**src/rtl/pipe_hazard_ctrl.sv**
```systemverilog
// Stall/flush/forwarding controller for the 5-stage MIPS pipeline.
// It handles load-use, ID-branch, multi-cycle load and multi-cycle MDU interlocks, and drives the EX/ID forwarding selects.
module pipe_hazard_ctrl #(
    parameter int RA_W     = 5,
    parameter int LOAD_LAT = 0,
    parameter int MDU_LAT  = 4
) (
    input  logic            clk,
    input  logic            reset,
    input  logic [RA_W-1:0] rs_id,
    input  logic [RA_W-1:0] rt_id,
    input  logic            use_rs_id,
    input  logic            use_rt_id,
    input  logic            branch_id,
    input  logic            redirect_id,
    input  logic            mdu_id,
    input  logic [RA_W-1:0] rs_ex,
    input  logic [RA_W-1:0] rt_ex,
    input  logic [RA_W-1:0] wa_ex,
    input  logic [RA_W-1:0] wa_mem,
    input  logic [RA_W-1:0] wa_wb,
    input  logic            rw_ex,
    input  logic            rw_mem,
    input  logic            rw_wb,
    input  logic            mr_ex,
    input  logic            mr_mem,
    output logic            pc_we,
    output logic            ifid_we,
    output logic            ifid_flush,
    output logic            idex_we,
    output logic            idex_flush,
    output logic            exmem_we,
    output logic            exmem_flush,
    output logic            memwb_flush,
    output logic [1:0]      fwd_a,
    output logic [1:0]      fwd_b,
    output logic            fwd_rs_id,
    output logic            fwd_rt_id,
    output logic            mdu_busy
);

    localparam bit         MEM_EN   = (LOAD_LAT > 0);
    localparam bit         MDU_EN   = (MDU_LAT > 1);
    localparam logic [3:0] MEM_LOAD = MEM_EN ? 4'(LOAD_LAT - 1) : 4'd0;
    localparam logic [4:0] MDU_LOAD = MDU_EN ? 5'(MDU_LAT - 2) : 5'd0;

    typedef enum logic [1:0] {
        RUN  = 2'd0,
        MEMW = 2'd1,
        MDUW = 2'd2
    } state_t;

    state_t     state_q, state_d;
    logic [3:0] memCnt_q, memCnt_d;
    logic [4:0] mduCnt_q, mduCnt_d;
    logic       mduPend_q, mduPend_d;

    logic ldUse, brHaz, idStall;
    logic memEntry, memHold, memRelease, memFreeze, mduFreeze, runMode, idexCapture;

    // Register 0 is hard-wired, so it never creates a hazard or a forward.
    function automatic logic regMatch(input logic [RA_W-1:0] x,
                                      input logic [RA_W-1:0] w,
                                      input logic            rw);
        return rw && (w != '0) && (x == w);
    endfunction

    always_comb begin
        ldUse = (use_rs_id && regMatch(rs_id, wa_ex, mr_ex)) ||
                (use_rt_id && regMatch(rt_id, wa_ex, mr_ex));
        brHaz = branch_id &&
                ((use_rs_id && (regMatch(rs_id, wa_ex, rw_ex) || regMatch(rs_id, wa_mem, mr_mem))) ||
                 (use_rt_id && (regMatch(rt_id, wa_ex, rw_ex) || regMatch(rt_id, wa_mem, mr_mem))));
        idStall = ldUse || brHaz;
    end

    // The entry cycle of a load wait freezes immediately; the last MEMW cycle (count 0) releases the load.
    always_comb begin
        memEntry    = MEM_EN && mr_mem && (state_q != MEMW);
        memHold     = (state_q == MEMW) && (memCnt_q != 4'd0);
        memRelease  = (state_q == MEMW) && (memCnt_q == 4'd0);
        memFreeze   = memEntry || memHold;
        mduFreeze   = !memFreeze && ((state_q == MDUW) || (memRelease && mduPend_q));
        runMode     = !memFreeze && !mduFreeze;
        idexCapture = MDU_EN && runMode && !idStall && mdu_id;
    end

    always_comb begin
        state_d   = state_q;
        memCnt_d  = memCnt_q;
        mduCnt_d  = mduCnt_q;
        mduPend_d = mduPend_q;
        if (memEntry) begin
            state_d   = MEMW;
            memCnt_d  = MEM_LOAD;
            mduPend_d = (state_q == MDUW);
        end else if (memHold) begin
            memCnt_d = memCnt_q - 4'd1;
        end else if (mduFreeze) begin
            mduPend_d = 1'b0;
            if (mduCnt_q == 5'd0) begin
                state_d = RUN;
            end else begin
                state_d  = MDUW;
                mduCnt_d = mduCnt_q - 5'd1;
            end
        end else if (idexCapture) begin
            state_d   = MDUW;
            mduCnt_d  = MDU_LOAD;
            mduPend_d = 1'b0;
        end else begin
            state_d   = RUN;
            mduPend_d = 1'b0;
        end
    end

    always_ff @(posedge clk or negedge reset) begin
        if (!reset) begin
            state_q   <= RUN;
            memCnt_q  <= 4'd0;
            mduCnt_q  <= 5'd0;
            mduPend_q <= 1'b0;
        end else begin
            state_q   <= state_d;
            memCnt_q  <= memCnt_d;
            mduCnt_q  <= mduCnt_d;
            mduPend_q <= mduPend_d;
        end
    end

    // Freeze priority: load wait, then MDU wait, then ID stall, then redirect.
    always_comb begin
        pc_we       = 1'b1;
        ifid_we     = 1'b1;
        ifid_flush  = 1'b0;
        idex_we     = 1'b1;
        idex_flush  = 1'b0;
        exmem_we    = 1'b1;
        exmem_flush = 1'b0;
        memwb_flush = 1'b0;
        mdu_busy    = (state_q == MDUW) || ((state_q == MEMW) && mduPend_q);
        if (memFreeze) begin
            pc_we       = 1'b0;
            ifid_we     = 1'b0;
            idex_we     = 1'b0;
            exmem_we    = 1'b0;
            memwb_flush = 1'b1;
        end else if (mduFreeze) begin
            pc_we       = 1'b0;
            ifid_we     = 1'b0;
            idex_we     = 1'b0;
            exmem_flush = 1'b1;
        end else if (idStall) begin
            pc_we      = 1'b0;
            ifid_we    = 1'b0;
            idex_flush = 1'b1;
        end else if (redirect_id) begin
            ifid_flush = 1'b1;
        end
        if (!reset) begin
            pc_we       = 1'b0;
            ifid_we     = 1'b0;
            ifid_flush  = 1'b1;
            idex_we     = 1'b0;
            idex_flush  = 1'b1;
            exmem_we    = 1'b0;
            exmem_flush = 1'b1;
            memwb_flush = 1'b1;
            mdu_busy    = 1'b0;
        end
    end

    // A load result in MEM is not ready yet, so only ALU results forward from MEM.
    always_comb begin
        fwd_a     = 2'b00;
        fwd_b     = 2'b00;
        fwd_rs_id = 1'b0;
        fwd_rt_id = 1'b0;
        if (reset) begin
            if (regMatch(rs_ex, wa_mem, rw_mem) && !mr_mem) begin
                fwd_a = 2'b10;
            end else if (regMatch(rs_ex, wa_wb, rw_wb)) begin
                fwd_a = 2'b01;
            end
            if (regMatch(rt_ex, wa_mem, rw_mem) && !mr_mem) begin
                fwd_b = 2'b10;
            end else if (regMatch(rt_ex, wa_wb, rw_wb)) begin
                fwd_b = 2'b01;
            end
            fwd_rs_id = regMatch(rs_id, wa_mem, rw_mem) && !mr_mem;
            fwd_rt_id = regMatch(rt_id, wa_mem, rw_mem) && !mr_mem;
        end
    end

endmodule
```
**config.mk**
```make
export PLATFORM = sky130hd
export DESIGN_NAME = pipe_hazard_ctrl
export DESIGN_NICKNAME = d
export VERILOG_FILES = /design/src/rtl/pipe_hazard_ctrl.sv
export SDC_FILE = /design/constraint.sdc
export NUM_CORES = 1
export LEC_CHECK = 0
export ABC_AREA = 1
export CORE_AREA = 2 2 58 60
export DETAILED_ROUTE_END_ITERATION = 16
export DIE_AREA = 0 0 60 62
export PLACE_DENSITY = 0.89
export SLEW_MARGIN = 15
export SYNTH_ARGS = -nofsm -noshare
export SYNTH_HDL_FRONTEND = slang
export SYNTH_SLANG_ARGS = --single-unit
```
**constraint.sdc**
```tcl
create_clock -name clk -period 1.9 [get_ports clk]
set_input_delay 0.38 -clock clk [delete_from_list [all_inputs] [get_ports clk]]
set_output_delay 0.38 -clock clk [all_outputs]
set_load 0.02 [all_outputs]
```
# After elaboration in Yosys (flattened, before gate mapping)
# Cells that the tools add are included.
# totals
in_bits	47
ff_bits	11
elab_cells	102
# op_classes
muxes	38
n_reduce_logical	47
add_sub_neg	2
eq_ne	11
n_bitwise	1
# ops
op	n
$eq A5 B5 Y1	8
$logic_and A1 B1 Y1	31
$mux W1	28
$mux W5	3
$reduce_bool A5 Y1	3
$mux W2	7
$logic_not A5 Y1	1
$logic_or A1 B1 Y1	5
$sub A5 B1 Y5 const B	1
$logic_not A1 Y1	4
$reduce_bool A4 Y1	1
$sub A4 B1 Y4 const B	1
$reduce_and A3 Y1	1
$eq A2 B1 Y1 const B	1
$eq A2 B2 Y1 const B	1
$ne A2 B2 Y1 const B	1
$reduce_bool A2 Y1	1
$not A1 Y1	1

# Longest topological paths before layout
# depth
ltp_word	13
depth_mapped	12
depth_no_buf	11

# Worst setup path before layout
# Ideal clock, no wire load.
# synth_path
kind	in2out
start	input wa_mem[2]
end	output pc_we
stages	9
t_arrival_ns	1.564
setup_slack_ns	-0.044
n_path_buf	2
cell_sequence	buf_6 -> nor3_2 -> nand3_1 -> nand3_1 -> inv_1 -> nand2_2 -> nand3_1 -> nor2_1 -> buf_4
# synth_between
elab_chain_cells	12
# synth_lines
element	line	source
start: declaration	20	input logic [RA_W-1:0] wa_mem,
$reduce_bool A5 Y1	65	return rw && (w != '0) && (x == w);
$logic_and A1 B1 Y1 (2 in a row)	65	
$logic_or A1 B1 Y1, on equally long branches	72, 73	
$logic_and A1 B1 Y1, on equally long branches	72, 73	
$logic_or A1 B1 Y1 *	72	((use_rs_id && (regMatch(rs_id, wa_ex, rw_ex) || regMatch(rs_id, wa_mem, mr_mem))) ||
$logic_and A1 B1 Y1 *	71	brHaz = branch_id &&
$logic_or A1 B1 Y1 *	74	idStall = ldUse || brHaz;
$mux W1 * (4 in a row)	--	
end: declaration	27	output logic pc_we,
# Every way passes the cells marked *; elsewhere a longest branch is shown, timed or not.

# Worst setup path in the final report
# layout_path
start	input rw_mem
end	output fwd_b[0]
# layout_between
elab_chain_cells	5
# layout_lines
element	line	source
start: declaration	23	input logic rw_mem,
$logic_and A1 B1 Y1 (2 in a row)	65	
$logic_and A1 B1 Y1	185	if (regMatch(rt_ex, wa_mem, rw_mem) && !mr_mem) begin
$mux W2	185	
$mux W2	179	if (reset) begin
end: declaration	36	output logic [1:0] fwd_b,
# Every way passes these cells.

==> qor.txt <==
RD Place Congestion: 0.871
CTS tree: built
Syn Inst Count: 201
Die Span Y: 62 µm
Leakage: 1.05 nW
cell-by-cell trace of the critical path: clkdlybuf4s50_1 > nand3b_1 > inv_2 > nand4_1 > nor3b_2 > buf_4
fill cell count: 298
WHS: 0.250 ns
Setup-failing EPs final: 0
sequential area share after synthesis: 0.130
CP endpoint kind: primary output
core box area: 0.00318 mm²
Startpoint Class: input port
Routed Antenna Nets: 0
nets: 332
post-layout min period: 1.85 ns
fraction of synthesized cell area taken by the top area cell type: 0.179
count leader, synth: nand2_1
DP HPWL: 2.95 mm
number of global-route vias before repair: 1,445
Post-synth top cells: nand2_1 (55), inv_1 (33), nor2_1 (24)
Syn Nets: 250
Bufs on Longest Clock Path: 2
Crit Path Max Fanout: 3
Distinct cells, synth: 31
CTS sink count: 6
IO buf count: 61
pwr/cell area: 616 mW/mm²
Slew @ Worst Pin: 0.261 ns
drt drc: 0
first-pass GRT wire length: 5.73 mm
endpoints failing hold: 0
initial antenna violation count: 0
Mean Syn Cell Area: 5.73 µm²
Initial Utilization: 0.362
ANT cells: 0
Max Freq: 541 MHz
remaining global-route overflow: 0
final instance area: 0.00192 mm²
max-cap viol count: 0
cell count after placement: 321
DRT iter0 DRCs: 46
Peak VDD IR: 0.000262 V
EDFF count, synth: 0
drt wl/cell: 11.2 µm
die area: 0.00372 mm²
first drt pass iteration count: 4
Setup TNS: 0 ns
synth top area cells: nand2_1 (18%), dfrtp_1 (13%), inv_1 (11%), xnor2_1 (9.9%), nor2_1 (7.8%)
Crit path buffers/inverters: 3
hold crit path type: in -> async
fin. max-slew vios: 0
Data required, critical path: 1.52 ns
GR Util All Layers: 0.197
Rel. slew slack: 0.825
largest net degree at the start of global routing: 12
CTS buffer count: 3
Boundary Pins: 62
worst setup path class: in -> out
CP peak stage delay: 0.47 ns
H-Tree Level Count: 1
total power: 1.18 mW
clk_lat worst skew: 0.25 ns
CP delay by family, top: buffers and inverters
setup ws final: 0.0515 ns
slowest CP cell: clkdlybuf4s50_1
cell area after placement: 0.00192 mm²
vias per std cell: 4.71
Yosys reg bits: 6
Routed WL: 3.66 mm
final std cells w/o fill: 327
Via Count: 1,539
cell taking the most area after synthesis: nand2_1
Place WS: -0.927 ns
cts hold-fix bufs: 0
final core utilization: 0.605
YS warnings: 0
Async SR Flop Fraction: 1.00
number of core rows: 21
Die X: 60 µm
ratio of cells with drive above 1 in the final layout: 0.342
Syn-to-layout area delta: 67.0%
Cell Area, Synth: 0.00115 mm²
CP arrival: 1.47 ns
ys flop type: dfrtp_1
final worst-path cycle share: 0.973
status: finished, final reports clean
clk root buf: clkbuf_4
clock slew at reported path FFs: 0.05 ns
clk_skew: 0.00378 ns
-- worst paths after layout --
path	depth (start not counted)	to	slack, ns	start
min reg2reg	2	mduCnt_q[1]	0.54	mduCnt_q[1]
min in group clk	2	mduCnt_q[1]	0.54	mduCnt_q[1]
max in group asynchronous	2	state_q[1]	1.50	reset
min	2	mduCnt_q[3]	0.25	reset
max	6	fwd_b[0]	0.05	rw_mem
max reg2reg	7	mduCnt_q[4]	0.63	mduCnt_q[0]
-- power breakdown --
part	internal (mW)	switching [mW]	total (mW)
clock	0.0715	0.0468	0.118
combinational	0.363	0.468	0.831
sequential	0.186	0.0499	0.236
total	0.620	0.565	1.18
-- sequential cells by signal, summed over array words and instances (netlist names) --
| register | flops |
|---|---|
| mduCnt_q | 5 |
| state_q | 1 |
-- per-layer routing --
layer  global-route usage  vias to the layer above  wire [µm]
met1                0.214                      684       1530
met2                0.393                       52       1860
met3               0.0228                       10        190
met4               0.0667                        0         80
met5                    0                        -          0
li1                     -                      793          -
-- cell families after synthesis --
logic type | count (synthesis) | share of synthesized area
XOR/XNOR | 20 | 0.152
buffers and inverters | 41 | 0.157
flip-flops | 6 | 0.130
AND/OR/NAND/NOR | 112 | 0.441
adder cells (fa/ha/maj) | 2 | 0.0217
AO/OA/AOI/OAI | 20 | 0.0977
-- what timing repair did --
action,4_1_cts,5_1_grt
buffers inserted,2,2
endpoints found under the setup margin,15,7
gates resized for setup,147,63
pin swaps,23,35
-- cell type report --
class	count	area (µm²)	area share
clock buffers	3	22.5	0.0117
inverters	35	131	0.0683
multi-input cells	154	940	0.488
flip-flops and latches	6	150	0.0780
well taps	46	57.6	0.0299
repair buffers	83	623	0.324
-- cell usage in the layout (no fill, tap or decap), types with 2 or more instances in the layout --
master	synthesis	routed
nand3_1	15	13
nand4_1	5	5
or2_4	0	2
o22ai_1	2	2
buf_4	3	30
inv_2	2	10
o21ai_0	9	3
nor2_1	24	21
clkbuf_4	0	4
buf_6	2	4
nand2_2	1	2
o21ai_2	0	2
dlygate4sd2_1	0	16
o21ai_1	1	5
clkdlybuf4s50_1	0	6
buf_2	1	3
ha_1	2	2
nand2_1	55	54
clkbuf_2	0	20
xnor2_1	13	9
nor3_1	2	2
nor2_2	2	4
inv_1	33	25
xnor2_2	0	4
a21oi_1	4	4
clkdlybuf4s15_1	0	3
dfrtp_1	6	6
xor2_1	7	7
Power figures use the tool's default switching activity.
